==> src/rtl/wb_dram_arbiter.sv <==
// wb_dram_arbiter: round-robin Wishbone arbiter sharing the DRAM controller slave port
module wb_dram_arbiter #(
    parameter int NUM_MASTERS = 4,
    parameter int WORD_SIZE   = 128,
    parameter int MAX_BEATS   = 8
) (
    input  logic                           user_clk_i,
    input  logic                           rst_i,
    input  logic [NUM_MASTERS-1:0]         m_cyc_i,
    input  logic [NUM_MASTERS-1:0]         m_stb_i,
    input  logic [NUM_MASTERS-1:0]         m_we_i,
    input  logic [NUM_MASTERS*32-1:0]      m_addr_i,
    input  logic [NUM_MASTERS*WORD_SIZE-1:0] m_data_i,
    output logic [WORD_SIZE-1:0]           m_data_o,
    output logic [NUM_MASTERS-1:0]         m_ack_o,
    output logic                           s_cyc_o,
    output logic                           s_stb_o,
    output logic                           s_we_o,
    output logic [31:0]                    s_addr_o,
    output logic [WORD_SIZE-1:0]           s_data_o,
    input  logic [WORD_SIZE-1:0]           s_data_i,
    input  logic                           s_ack_i,
    output logic [NUM_MASTERS-1:0]         gnt_o
);
    localparam int IW = $clog2(NUM_MASTERS);

    typedef enum logic [1:0] {IDLE, GRANT, RELEASE} state_t;

    state_t                 state, state_nxt;
    logic [IW-1:0]          gnt_idx, rr_ptr, pick_idx, cand;
    logic                   pick_vld, granted, limit_hit;
    logic [7:0]             beat_cnt;
    logic                   ack_q;
    logic [NUM_MASTERS-1:0] req;

    assign req       = m_cyc_i & m_stb_i;
    assign granted   = state == GRANT;
    assign limit_hit = beat_cnt == 8'(MAX_BEATS);

    // Rotating-priority search: scan downward so the requester closest to rr_ptr wins last
    always_comb begin
        pick_vld = 1'b0;
        pick_idx = '0;
        cand     = '0;
        for (int i = NUM_MASTERS - 1; i >= 0; i--) begin
            cand = IW'((int'(rr_ptr) + i) % NUM_MASTERS);
            if (req[cand]) begin
                pick_vld = 1'b1;
                pick_idx = cand;
            end
        end
    end

    // Next state: release on cyc drop, or between beats once the beat budget is spent
    always_comb begin
        state_nxt = state;
        unique case (state)
            IDLE:    state_nxt = pick_vld ? GRANT : IDLE;
            GRANT:   state_nxt = (!m_cyc_i[gnt_idx] || (limit_hit && !s_ack_i && !m_stb_i[gnt_idx])) ? RELEASE : GRANT;
            RELEASE: state_nxt = IDLE;
            default: state_nxt = IDLE;
        endcase
    end

    // Straight-through mux of the granted master; strobes gated off outside GRANT
    always_comb begin
        s_cyc_o  = granted & m_cyc_i[gnt_idx];
        s_stb_o  = granted & m_stb_i[gnt_idx];
        s_we_o   = granted & m_we_i[gnt_idx];
        s_addr_o = m_addr_i[32*int'(gnt_idx) +: 32];
        s_data_o = m_data_i[WORD_SIZE*int'(gnt_idx) +: WORD_SIZE];
        m_data_o = s_data_i;
        m_ack_o  = granted ? (NUM_MASTERS'(s_ack_i) << gnt_idx) : '0;
        gnt_o    = granted ? (NUM_MASTERS'(1) << gnt_idx) : '0;
    end

    // State, grant index, round-robin pointer and beat counter
    always_ff @(posedge user_clk_i or posedge rst_i) begin
        if (rst_i) begin
            state    <= IDLE;
            gnt_idx  <= '0;
            rr_ptr   <= '0;
            beat_cnt <= '0;
            ack_q    <= 1'b0;
        end else begin
            state <= state_nxt;
            ack_q <= s_ack_i;
            if (state == IDLE && pick_vld) begin
                gnt_idx  <= pick_idx;
                beat_cnt <= '0;
            end else if (granted && s_ack_i && !ack_q && !limit_hit) begin
                beat_cnt <= beat_cnt + 8'd1;
            end
            if (state == RELEASE)
                rr_ptr <= (gnt_idx == IW'(NUM_MASTERS - 1)) ? '0 : gnt_idx + 1'b1;
        end
    end
endmodule

==> config.mk <==
export PLATFORM = sky130hd
export DESIGN_NAME = wb_dram_arbiter
export DESIGN_NICKNAME = d
export VERILOG_FILES = /design/src/rtl/wb_dram_arbiter.sv
export SDC_FILE = /design/constraint.sdc
export NUM_CORES = 1
export LEC_CHECK = 0
export BUFFER_PORTS_ARGS = -buffer_cell sky130_fd_sc_hd__buf_4
export CAP_MARGIN = 20
export CORE_AREA = 4 4 415 417
export CTS_BUF_LIST = sky130_fd_sc_hd__clkbuf_16
export DETAILED_ROUTE_END_ITERATION = 8
export DIE_AREA = 0 0 419 421
export HOLD_SLACK_MARGIN = 0.1
export PLACE_DENSITY = 0.3
export SETUP_SLACK_MARGIN = 0.4
export SKIP_LAST_GASP = 1
export SLEW_MARGIN = 25
export SYNTH_ARGS = -nofsm -noshare
export SYNTH_HDL_FRONTEND = slang
export SYNTH_SLANG_ARGS = --single-unit
==> constraint.sdc <==
create_clock -name user_clk_i -period 2 [get_ports user_clk_i]
set_input_delay 0.6 -clock user_clk_i [delete_from_list [all_inputs] [get_ports user_clk_i]]
set_output_delay 0.6 -clock user_clk_i [all_outputs]
set_load 0.02 [all_outputs]
==> results of run 1 <==
kinds of logic after synthesis:
| group | after synthesis | synth area share [%] |
|---|---|---|
| xor gates and xnor gates | 7 | 1.032 |
| and+or+nand+nor | 51 | 4.950 |
| AOI/OAI and AO/OA | 16 | 2.527 |
| buffers and inverters | 175 | 21.76 |
| adders and majority gates | 6 | 1.264 |
| DFF | 15 | 6.318 |
| muxes | 165 | 62.15 |
routing by layer:
| metal | GRT usage, % | share of wire [%] | up-vias |
|---|---|---|---|
| met5 | 0.7108 | 0.22 | - |
| met4 | 0.8584 | 0.80 | 10 |
| met3 | 5.397 | 11 | 68 |
| met2 | 17.51 | 47 | 617 |
| met1 | 13.46 | 41 | 4238 |
| li1 | - | - | 3309 |
how the worst max path moves through the flow:
| stage | start | end | depth (start not counted) |
|---|---|---|---|
| after floorplan | gnt_idx[0] | s_addr_o[0] | 4 |
| after detailed placement | gnt_idx[0] | s_data_o[81] | 4 |
| after global placement | gnt_idx[0] | s_data_o[84] | 5 |
| after global routing | gnt_idx[0] | s_data_o[51] | 6 |
| after CTS | gnt_idx[0] | s_data_o[51] | 6 |
| final | gnt_idx[0] | s_data_o[44] | 5 |
flip-flops by register name (all words and copies together) (netlist names):
| name | count |
|---|---|
| ack_q | 1 |
| beat_cnt | 8 |
| gnt_idx | 2 |
| rr_ptr | 2 |
| state | 2 |
where the power goes:
group / switching [W] / internal, W / total (W) / leakage, nW
Sequential: 0.000105 / 0.000386 / 0.000491 / 0.195
Combinational: 0.00919 / 0.00972 / 0.0189 / 6.43
Clock: 0.000127 / 0.000265 / 0.000392 / 0.0423
repair_timing:
| action | CTS | global route |
|---|---|---|
| gates cloned | 7 | 7 |
| setup endpoints to repair | 177 | 177 |
| hold buffers | 0 | 0 |
| pin swaps | 6 | 7 |
| resized for setup | 129 | 153 |
| buffers inserted | 17 | 28 |
per-stage QoR:
step | setup TNS (ns) | hold WS, ns | setup slack, ns | cell area, um2
6_report | -89.51 | 0.3259 | -0.6188 | 16610
5_1_grt | -96.80 | 0.3685 | -0.6661 | 16600
4_1_cts | -100.58 | 0.3531 | -0.6995 | 15590
3_5_place_dp | -52.63 | 0.5409 | -0.4773 | 14550
3_3_place_gp | -51.47 | 0.5499 | -0.4837 | 14550
2_1_floorplan | 0 | 0.4973 | 0.004245 | 6103
cells in the final DEF (no fill, tap or decap), types with 3 or more instances in the layout:
cell,count
sky130_fd_sc_hd__and2_1,3
sky130_fd_sc_hd__nand2b_1,3
sky130_fd_sc_hd__dfrtp_1,13
sky130_fd_sc_hd__buf_8,15
sky130_fd_sc_hd__buf_16,12
sky130_fd_sc_hd__diode_2,6
sky130_fd_sc_hd__nand4_1,4
sky130_fd_sc_hd__clkbuf_16,10
sky130_fd_sc_hd__buf_4,718
sky130_fd_sc_hd__mux4_2,163
sky130_fd_sc_hd__inv_1,6
sky130_fd_sc_hd__nor2_1,8
sky130_fd_sc_hd__and2_4,8
sky130_fd_sc_hd__xor2_1,5
sky130_fd_sc_hd__nand2_1,5
sky130_fd_sc_hd__ha_4,4
sky130_fd_sc_hd__buf_6,172
sky130_fd_sc_hd__buf_12,39
layout make-up:
type | instances | area (um2)
Clock buffer | 3 | 75.07
Sequential cell | 15 | 382.9
Multi-Input combinational cell | 245 | 4474
Timing Repair Buffer | 963 | 8838
Tap cell | 2218 | 2775
Inverter | 7 | 41.29
Clock inverter | 1 | 3.754
Antenna cell | 6 | 15.01
Fill cell | 19492 | 152100
critical path, cell delays in order, from the launching register on:
cell and delay, ns:
sky130_fd_sc_hd__dfrtp_4 0.49, sky130_fd_sc_hd__buf_12 0.16, sky130_fd_sc_hd__buf_16 0.17, sky130_fd_sc_hd__buf_8 0.13
sky130_fd_sc_hd__mux4_2 0.60, sky130_fd_sc_hd__buf_6 0.18
==> metrics.csv, run 1 <==
stage,metric,value,unit
floorplan,floorplan.initialDensity,3.521,%
logic_synthesis,yosys.area.top_type,sky130_fd_sc_hd__mux4_2,
global_route,global_route.usage.total,10.86,%
clock_network,maximum_buffer_depth_of_the_clock_tree,2,
run,cap_viol_max_count,0,
global_route,via_count_of_the_first_global_routing_pass,8685,
sta,grt_setup_unrepaired,true,
setup_path,critical_path.startpoint_type,flop,
floorplan,die-area,0.1764,mm2
logic_synthesis,postSynthRegisterBits,15,
status,failing_checks,negative setup slack,
sta,tightestPinTransition,0.3780,ns
sta,fin_worst_skew,0.001483,ns
global_route,grt_start_max_net_pins,20,
setup_path,worst-path-max-fanout,5,
placed_design,placed_cells,3389,
sta,slew_headroom,74.72,%
placed_design,port_buffers,825,
clock_network,cts-root-buf,sky130_fd_sc_hd__clkbuf_16,
route,route.final.wire_length,102100,um
logic_synthesis,post-synth-top-count-cell,sky130_fd_sc_hd__mux4_2,
route,detailedRoute.firstIterationViolations,434,
route,detailroute.via_count,8242,
logic_synthesis,post_synth_most_frequent_cells,"sky130_fd_sc_hd__mux4_2, sky130_fd_sc_hd__buf_4, sky130_fd_sc_hd__buf_2",
finish,final_cell_count_no_fill,3458,
power,power.total,0.01980,W
route,detail_route.drc_violations,0,
logic_synthesis,count_of_warnings_emitted_by_yosys,0,
status,status,"complete, but fails checks",
route,vias_per_cell,2.383,
logic_synthesis,synth-async-reset-ratio,100.0,%
power,ir_worst_vdd,0.4590,mV
clock_network,numCtsBuffers,3,
hold_path,timing.hold.worst.class,primary input to async pin,
global_route,initial_antenna_violation_count,44,
setup_path,worst_r2r_endpoint,state[1],
floorplan,fp-row-count,151,
finish,nNetsFinal,2024,
setup_path,critPathKind,flop to output pin,
power,leakage,6.667,nW
logic_synthesis,synth.area.top_cells,"sky130_fd_sc_hd__mux4_2, sky130_fd_sc_hd__buf_4, sky130_fd_sc_hd__dfrtp_1",
route,antenna_violating_nets_post_route,0,
sta,fin_ws,-0.6188,ns
sta,setup-violations-final,171,
route,wire_per_inst,29.53,um
finish,post_route_cells_drive_above_1_share,94.25,%
sta,shortest_clock_period_the_worst_path_allows_after_layout,2.619,ns
logic_synthesis,yosysTopAreaCellShare,61.79,%
logic_synthesis,ys.flop_type,sky130_fd_sc_hd__dfrtp_1,
floorplan,dieWidth,419,um
sta,timing_hold_violations_final,0,
global_route,grt_first_pass_wirelength,120100,um
logic_synthesis,ys_seq_area_share,6.318,%
placed_design,hpwl_after_dpl,93990,um
logic_synthesis,syn-instance-count,435,
route,firstDrtPassIters,4,
logic_synthesis,syn-cell-area,0.005941,mm2
clock_network,clock_edge_transition_at_the_registers_on_the_reported_setup_and_hold_paths,0.05,ns
clock_network,clock_sinks,15,
setup_path,data_arrival_time_of_the_critical_path,2.02,ns
sta,fin_crit_sh,130.9,%
clock_network,clock_latency,0.24,ns
power,power-per-cell-area,1192,mW/mm2
finish,fin_util,9.843,%
sta,clock.fmax,381.9,MHz
setup_path,worst_ep_required_time,1.40,ns
floorplan,placeableCoreArea,0.1687,mm2
logic_synthesis,synthesized_nets,1224,
clock_network,tritoncts,yes,
global_route,grt_overflow_total,0,
placed_design,placer_congestion,0.8917,
logic_synthesis,synth_area_per_cell,13.66,um2
clock_network,clock_tree.htree_level_count,1,
finish,synthToLayoutAreaGrowth,179.5,%
setup_path,r2r-start,gnt_idx[0],
setup_path,end_kind,output pin,
floorplan,pin_count,1082,
logic_synthesis,number_of_enable_flip_flop_cells_after_synthesis,0,
logic_synthesis,netlist-cell-type-count,43,
sta,timing.final.max_slew_violations,0,
setup_path,ff2ff_path_depth,7,
setup_path,ff2ff_setup_slack,0.04,ns
floorplan,die_height,421,um
Note: power is estimated with default switching activity, not from simulation.
==> run 2, diff against run 1 <==
--- a/config.mk
+++ b/config.mk
@@ -8,11 +8,10 @@
 export BUFFER_PORTS_ARGS = -buffer_cell sky130_fd_sc_hd__buf_4
 export CAP_MARGIN = 20
 export CORE_AREA = 4 4 415 417
-export CTS_BUF_LIST = sky130_fd_sc_hd__clkbuf_16
 export DETAILED_ROUTE_END_ITERATION = 8
 export DIE_AREA = 0 0 419 421
 export HOLD_SLACK_MARGIN = 0.1
-export PLACE_DENSITY = 0.3
+export PLACE_DENSITY_LB_ADDON = 0.05
 export SETUP_SLACK_MARGIN = 0.4
 export SKIP_LAST_GASP = 1
 export SLEW_MARGIN = 25
==> constraint.sdc (replaced) <==
create_clock -name user_clk_i -period 2.8 [get_ports user_clk_i]
set_input_delay 0.84 -clock user_clk_i [delete_from_list [all_inputs] [get_ports user_clk_i]]
set_output_delay 0.84 -clock user_clk_i [all_outputs]
set_load 0.02 [all_outputs]
==> run 2 against run 1 <==
The flow still finishes with violations (negative setup slack). Global-route usage decreased by 1.6 points. Register-to-register slack improved by 0.54 ns. Non-clock buffer count decreased by 44. Setup slack improved by 0.56 ns. Die area unchanged. First-iteration DRC count decreased by 38%. Final cell count decreased by 1.4%. Clock skew increased by 0.0050 ns.
==> metrics.csv, run 2 (synthesis results as in run 1) <==
stage,metric,value,unit,change
route,wire_per_inst,25.24,um,-15%
global_route,grt_first_pass_wirelength,105700,um,-12%
global_route,grt_use_met2,18.31,%,+0.80 points
setup_path,r2r-start,gnt_idx[0],,
finish,fillers,19549,,+0.29%
setup_path,critPathKind,flop to output pin,,
route,detailedRoute.firstIterationViolations,268,,-38%
clock_network,tritoncts,yes,,
sta,fin_worst_skew,0.006451,ns,+0.004967 ns
finish,registers.top_by_ff_count,beat_cnt,,
route,detailroute.via_count,7486,,-9.2%
power,power-per-cell-area,823.1,mW/mm2,-31%
power,p_clk_share,2.2,%,+0.2 points
finish,final_cell_mix,"sky130_fd_sc_hd__buf_4, sky130_fd_sc_hd__buf_6, sky130_fd_sc_hd__mux4_2, sky130_fd_sc_hd__buf_12, sky130_fd_sc_hd__buf_16",,
hold_path,hold_end,beat_cnt[7],,
global_route,global_route.usage.total,9.249,%,-1.6 points
sta,setup-violations-final,17,,-90%
placed_design,placement.cell_area,0.01422,mm2,-2.2%
power,power_frac_comb,94.9,%,-0.6 points
power,sequential_power_share,2.8,%,+0.3 points
finish,post_route_cells_drive_above_1_share,93.19,%,-1.1 points
floorplan,floorplan.initialDensity,3.521,%,unchanged
sta,shortest_clock_period_the_worst_path_allows_after_layout,2.861,ns,
setup_path,worst_r2r_endpoint,state[1],,
sta,fin_ws,-0.06102,ns,+0.5578 ns
power,internal-power,0.006911,W,-33%
global_route,grt_start_max_net_pins,38,,+90%
run,cap_viol_max_count,0,,unchanged
setup_path,end_kind,output pin,,
clock_network,maximum_buffer_depth_of_the_clock_tree,2,,unchanged
global_route,grt.met3_usage,2.995,%,-2.4 points
global_route,via_count_of_the_first_global_routing_pass,8498,,-2.2%
setup_path,worst-path-max-fanout,6,,+1
sta,fin_crit_sh,102.2,%,
setup_path,path_buf_inv,5,,+1
placed_design,placer_congestion,0.7613,,-15%
finish,final_common_cell,sky130_fd_sc_hd__buf_4,,
clock_network,clock_tree.htree_level_count,1,,unchanged
route,detail_route.drc_violations,0,,unchanged
floorplan,dieWidth,419,um,unchanged
placed_design,preCtsSetupSlack,0.08493,ns,+0.5622 ns
placed_design,hpwl_after_dpl,77780,um,-17%
global_route,grt_most_used_layer,met2,,
setup_path,ff2ff_setup_slack,0.58,ns,+0.54 ns
finish,largest_reg_flops,8,,unchanged
floorplan,pin_count,1082,,unchanged
setup_path,critical_path.top_delay_family,buffers and inverters,,
finish,synthToLayoutAreaGrowth,168.4,%,
hold_path,timing.hold.worst.class,flop to flop,,
sta,tightestPinTransition,0.7578,ns,+0.3798 ns
status,status,"complete, but fails checks",,
floorplan,fp-row-count,151,,unchanged
finish,final_area,0.01594,mm2,-4.0%
route,firstDrtPassIters,4,,unchanged
setup_path,worst_ep_required_time,1.96,ns,+0.56 ns
clock_network,cts-root-buf,sky130_fd_sc_hd__clkbuf_16,,
power,sw_frac_of_total,47.34,%,-0.27 points
floorplan,placeableCoreArea,0.1687,mm2,unchanged
floorplan,die_height,421,um,unchanged
setup_path,ff2ff_path_depth,8,,+1
global_route,initial_antenna_violation_count,9,,-80%
clock_network,hold_buffers,0,,unchanged
sta,grt_setup_unrepaired,true,,
power,ir_worst_vdd,0.2526,mV,-45%
clock_network,numCtsBuffers,3,,unchanged
setup_path,critical_path.startpoint_type,flop,,
sta,timing_hold_violations_final,0,,unchanged
clock_network,clock_sinks,15,,unchanged
route,antenna_violating_nets_post_route,0,,unchanged
sta,timing.final.max_slew_violations,0,,unchanged
hold_path,hold_depth,2,,
hold_path,worst_hold_startpoint,beat_cnt[7],,
power,net-switching-power,0.006212,W,-34%
placed_design,port_buffers,825,,unchanged
power,leakage,6.343,nW,-4.9%
sta,clock.fmax,349.5,MHz,
setup_path,cp_slowest_cell,sky130_fd_sc_hd__dfrtp_4,,
setup_path,critical_path.max_stage_delay,0.52,ns,-0.08 ns
sta,worst_hold_slack,0.5456,ns,+0.2197 ns
global_route,globalRouteMet1Util,9.752,%,-3.7 points
clock_network,clock_latency,0.25,ns,about the same
status,failing_checks,negative setup slack,,
route,vias_per_cell,2.196,,-7.9%
route,route.final.wire_length,86040,um,-16%
clock_network,clock_edge_transition_at_the_registers_on_the_reported_setup_and_hold_paths,0.06,ns,about the same
setup_path,path_cells,"buf_12, buf_12, buf_16, buf_6, mux4_2, buf_6",,
global_route,grt_overflow_total,0,,unchanged
sta,final.setup.tns,-0.2892,ns,+89.23 ns
sta,slew_headroom,49.43,%,-25 points
setup_path,data_arrival_time_of_the_critical_path,2.02,ns,about the same
floorplan,die-area,0.1764,mm2,unchanged
finish,nNetsFinal,1980,,-2.2%
==> run 2: per-layer routing <==
layer | share of wire [%] | up-vias
met4 | 0.65 | 6
met1 | 36 | 3869
met3 | 7.5 | 20
li1 | - | 3218
met2 | 56 | 373
met5 | 0.15 | -
==> run 2: worst max path at each step <==
stage	startpoint	to	slack (ns)	cells past startpoint
4_1_cts	gnt_idx[0]	s_data_o[16]	-0.08	6
3_5_place_dp	s_ack_i	m_ack_o[1]	0.08	5
2_1_floorplan	m_cyc_i[3]	s_cyc_o	0.42	2
5_1_grt	gnt_idx[0]	s_data_o[124]	-0.11	6
3_3_place_gp	gnt_idx[0]	s_addr_o[26]	0.09	5
6_report	gnt_idx[0]	s_data_o[16]	-0.06	6
==> run 2: final cells by class <==
cell class | instances | area (um2) | share of cell area [%]
multi-input cells | 245 | 4375 | 27.44
flip-flops and latches | 15 | 382.9 | 2.402
clock buffers | 4 | 78.83 | 0.4944
inverters | 7 | 30.03 | 0.1884
well taps | 2218 | 2775 | 17.41
diodes | 1 | 2.502 | 0.01570
repair buffers | 919 | 8298 | 52.05
==> run 2: power by group through the flow <==
| stage | Clock, W | Sequential [W] | Combinational (W) |
|---|---|---|---|
| 5_1_grt | 0.000315 | 0.000390 | 0.0134 |
| 6_report | 0.000291 | 0.000373 | 0.0125 |
| 3_3_place_gp | 0 | 0.000388 | 0.0106 |
| 2_1_floorplan | 0 | 0.000321 | 0.00525 |
| 4_1_cts | 0.000305 | 0.000387 | 0.0126 |
| 3_5_place_dp | 0 | 0.000382 | 0.0105 |
==> run 2: repair_timing <==
action | CTS | global route
cloned | 10 | 2
pin swaps | 6 | 1
setup endpoints to repair | 171 | 170
resized for setup | 185 | 62
buffers inserted | 29 | 5
==> run 2: worst register-to-register path, cell delays in order, from the launching register on <==
cell and delay (ns):
sky130_fd_sc_hd__dfrtp_4 0.52, sky130_fd_sc_hd__buf_12 0.17, sky130_fd_sc_hd__buf_16 0.15, sky130_fd_sc_hd__buf_12 0.13
sky130_fd_sc_hd__mux4_2 0.42, sky130_fd_sc_hd__buf_4 0.15, sky130_fd_sc_hd__buf_4 0.14, sky130_fd_sc_hd__o31ai_2 0.29
sky130_fd_sc_hd__and2_1 0.18
==> run 2: through the flow <==
stage	power, W	instances	util (%)
finish	0.01312	3409	9.450
global route	0.01414	3408	9.448
CTS	0.01334	3401	9.237
detailed placement	0.01092	3358	8.431
global placement	0.01097	3358	8.431
floorplan	0.005570	435	-
